==> src/rtl/jk_reg_bank.sv <==
// jk_reg_bank: WIDTH independent JK flip-flops with parallel load, change flag and saturating toggle counter.
// Define JK_REG_BANK_SYNC_CLR_EN to add the synchronous clr input.
module jk_reg_bank #(
    parameter int unsigned      WIDTH     = 8,
    parameter int unsigned      CNT_W     = 16,
    parameter logic [WIDTH-1:0] RESET_VAL = '0
) (
    input  logic             clk,
    input  logic             reset,
`ifdef JK_REG_BANK_SYNC_CLR_EN
    input  logic             clr,
`endif
    input  logic             en,
    input  logic [WIDTH-1:0] j,
    input  logic [WIDTH-1:0] k,
    input  logic             load,
    input  logic [WIDTH-1:0] d,
    output logic [WIDTH-1:0] q,
    output logic [WIDTH-1:0] qn,
    output logic             changed,
    output logic [CNT_W-1:0] toggle_cnt
);

    localparam logic [CNT_W-1:0] CNT_MAX = '1;

    logic             clr_i;
    logic [WIDTH-1:0] q_r;
    logic [WIDTH-1:0] q_next;
    logic             changed_r;
    logic [CNT_W-1:0] cnt_r;
    logic [CNT_W-1:0] cnt_next;
    logic             tog_evt;

`ifdef JK_REG_BANK_SYNC_CLR_EN
    assign clr_i = clr;
`else
    assign clr_i = 1'b0;
`endif

    always_comb begin
        q_next   = q_r;
        cnt_next = cnt_r;
        tog_evt  = 1'b0;
        if (clr_i) begin
            q_next   = RESET_VAL;
            cnt_next = '0;
        end else if (load) begin
            q_next = d;
        end else if (en) begin
            // Per-bit JK: hold / clear / set / invert in one expression
            q_next  = (q_r & ~k) | (~q_r & j);
            tog_evt = |(j & k);
        end
        if (tog_evt && (cnt_r != CNT_MAX)) begin
            cnt_next = cnt_r + CNT_W'(1);
        end
    end

    always_ff @(posedge clk or posedge reset) begin
        if (reset) begin
            q_r       <= RESET_VAL;
            changed_r <= 1'b0;
            cnt_r     <= '0;
        end else begin
            q_r       <= q_next;
            changed_r <= (q_next != q_r);
            cnt_r     <= cnt_next;
        end
    end

    assign q          = q_r;
    assign qn         = ~q_r;
    assign changed    = changed_r;
    assign toggle_cnt = cnt_r;

endmodule
==> config.mk <==
export PLATFORM = sky130hd
export DESIGN_NAME = jk_reg_bank
export DESIGN_NICKNAME = d
export VERILOG_FILES = /design/src/rtl/jk_reg_bank.sv
export SDC_FILE = /design/constraint.sdc
export NUM_CORES = 1
export LEC_CHECK = 0
export CAP_MARGIN = 20
export CORE_MARGIN = 3
export CORE_UTILIZATION = 45
export DETAILED_ROUTE_END_ITERATION = 16
export DONT_BUFFER_PORTS = 1
export GPL_TIMING_DRIVEN = 1
export SLEW_MARGIN = 20
export SYNTH_ARGS = -nofsm -noshare
export SYNTH_HDL_FRONTEND = slang
export SYNTH_SLANG_ARGS = --single-unit
==> constraint.sdc <==
create_clock -name clk -period 1.8 [get_ports clk]
set_input_delay 0.18 -clock clk [delete_from_list [all_inputs] [get_ports clk]]
set_output_delay 0.18 -clock clk [all_outputs]
set_load 0.05 [all_outputs]
==> out/results.txt, run 1 <==
Max-slew violation count - 0
Initial core utilization - 0.487
DRC - 0
GP Congestion - 0.798
Warning count from the yosys run - 0
Global-route usage over all layers - 0.192
Fin. Hold Viols - 0
Buffers added on ports - 0
Critical Path End Type - flip-flop
Via count - 1353
Largest family of logic cells by synthesized area - compound AO/OA/AOI/OAI gates
Slew margin rel. - 0.662
Post-synthesis compound-gate area fraction - 0.246
Drt initial violations - 71
Largest area contributor in the netlist - dfrtp_1
Synth top area cells - dfrtp_1 41%, xor2_1 8.6%, a311oi_1 4.6%
CTS tree - yes
Post-DRT Antenna Nets - 0
Antenna violations before repair - 0
Syn Nets - 182
Largest net degree at the start of global routing - 26
Post-layout util - 0.624
Mux cell area share after synthesis - 0.0222
Period minus WS final - 1.70 ns
Tightest Pin Transition - 0.504 ns
P per Cell Area - 1000 nW/um2
Layout overhead on the synthesized area - 28.3%
Worst IR drop on VDD - 0.562 mV
XOR/XNOR Fraction of Synth Area - 0.115
Area of the die - 4120 um2
Io pins - 61
Leading cell type in the layout, fill and taps excluded - buf_4
Fraction of layout cells with a size suffix above 1 - 0.264
Synth Area in Adders - 0.00822
Period Utilization, post-route - 0.943
Unique masters post-synth - 39
WP data required - 2.02 ns
Hold depth - 2
Vias per std cell - 5.71
Outcome - finished clean
Synthesized netlist cell count - 153
Clk pin slew, worst setup/hold paths - 0.14 ns
Worst EP arrival - 1.91 ns
Syn Area/Cell - 9.95 um2
First-pass GRT wire length - 6330 um
Worst-path fanout max - 5
Num CTS Buffers - 3
Number of global-route vias before repair - 1423
Fillers - 293
Final setup vio count - 0
Sink Count - 25
RSZ-0062 raised after global routing - false
Synth Cell Area - 1520 um2
Reg2Reg Depth - 5
Maximum clock path buffer count - 2
Synth top area share - 0.411
Max H-tree Level - 1
Setup CP Type - reg -> reg
Setup_tns - 0 ns
Final wirelength - 3900 um
Simple-Gate Fraction of Synth Area - 0.148
Final Net Count - 223
CTS root buffer - clkbuf_4
Worst-Skew Late Latency - 0.31 ns
FMAX - 0.589 GHz
Leakage - 0.881 nW
Core Box Area - 3130 um2
Startpoint Class - flip-flop
Antenna cells - 0
Worst r2r src - toggle_cnt[0]
Die Width - 64.2 um
Most frequent cells in the layout - 30 x buf_4, 17 x dfrtp_1, 15 x xor2_1
Max-cap violations - 0
Worst R2R End - toggle_cnt[12]
Post-synthesis sequential area ratio - 0.411
Worst Setup SP - toggle_cnt[0]
Layout Skew - 0.0107 ns
Total gr overflow - 0
Crit path to - toggle_cnt[12]
FF+latch count, synth - 25
DP HPWL - 2870 um
Avg WL per Cell - 16.4 um
R2R setup slack - 0.10 ns
Worst Hold Class - in -> reg
First-pass DRT Iterations - 4
Num rows - 20
Die height - 64.2 um
## layer usage
| metal | vias to the layer above | part of all wire | track usage |
|---|---|---|---|
| met5 | - | 0 | 0 |
| met4 | 0 | 0.0046 | 0.0660 |
| met3 | 2 | 0.081 | 0.0545 |
| met2 | 41 | 0.52 | 0.346 |
| met1 | 647 | 0.39 | 0.213 |
| li1 | 663 | - | - |
## kinds of logic (layout without fill, tap and decap cells)
logic type	Yosys count	after routing
XOR/XNOR	20	20
AND/OR/NAND/NOR	40	40
multiplexers	3	3
AO/OA/AOI/OAI	46	46
buffers and inverters	18	58
flip-flops	25	25
adder cells (fa/ha/maj)	1	1
## report_power, final
part / internal, mW / switching [mW] / total [mW]
Combinational: 0.296 / 0.625 / 0.921
Sequential: 0.671 / 0.122 / 0.793
Clock: 0.0865 / 0.161 / 0.248
Total: 1.05 / 0.909 / 1.96
## flip-flops by register name, summed over array words and instances (netlist names)
register and count:
q 8, toggle_cnt 16, changed 1
## worst min path at each step
stage,startpoint,to
final,load,changed
after global routing,load,changed
after CTS,load,changed
after detailed placement,reset,q[2]
after global placement,reset,q[3]
after floorplan,reset,changed
## per-stage QoR
stage	hold slack (ns)	std cells	worst slack (ns)	cell area (um2)	power, mW
4_1_cts	0.0367	237	0.0113	1940	1.99
2_1_floorplan	0.207	153	0.00129	1550	1.47
3_3_place_gp	0.141	222	0.150	1810	1.69
5_1_grt	0.0297	237	0.0207	1950	2.08
3_5_place_dp	0.147	222	0.0653	1810	1.71
6_report	0.0495	237	0.103	1950	1.96
## repair_timing
action                                  in CTS  in global routing
resized for setup                            0                  2
endpoints found under the hold margin       33                  0
hold buffers                                11                  0
setup buffers                                0                  0
endpoints found under the setup margin       0                  2
## critical path, stage by stage (launching register included)
cell	delay (ns)
dfrtp_2	0.44
ha_4	0.15
nand3_1	0.17
or2_4	0.33
nor3_2	0.19
mux2_1	0.33
## final cells by class
cell class | count | area, um2 | area share
clock buffer | 4 | 26.3 | 0.0135
inverter | 13 | 48.8 | 0.0250
multi-input combinational | 110 | 852 | 0.436
sequential | 25 | 636 | 0.325
tap | 44 | 55.1 | 0.0282
timing repair buffer | 41 | 335 | 0.172
## synth_stat cells
cell	count
dfrtp_1	25
xor2_1	15
inv_1	13
a21o_1	8
a21oi_1	8
a311oi_1	8
nand3_1	8
nand2_1	7
nor4_1	7
a22o_1	5
xnor2_1	5
a211oi_1	4
nor2b_1	4
clkbuf_1	3
nand4_1	3
nor3_1	3
a221oi_1	2
a22oi_1	2
and3_1	2
mux2_1	2
a2111o_1	1
a2111oi_0	1
a211o_1	1
a21oi_2	1
and2b_2	1
and4_1	1
buf_2	1
buf_6	1
ha_1	1
mux2_2	1
nand2b_1	1
nor2_1	1
nor3_2	1
o2111ai_1	1
o211ai_1	1
o31ai_1	1
o41ai_1	1
o41ai_4	1
or2_2	1
Power figures use the tool's default switching activity.
==> inputs of run 2 (changes only) <==
--- a/config.mk
+++ b/config.mk
@@ -11,7 +11,6 @@
 export DETAILED_ROUTE_END_ITERATION = 16
 export DONT_BUFFER_PORTS = 1
 export GPL_TIMING_DRIVEN = 1
-export SLEW_MARGIN = 20
 export SYNTH_ARGS = -nofsm -noshare
 export SYNTH_HDL_FRONTEND = slang
 export SYNTH_SLANG_ARGS = --single-unit
==> results of run 2 <==
The final DEF is identical to that of run 1; final timing and power are the same.
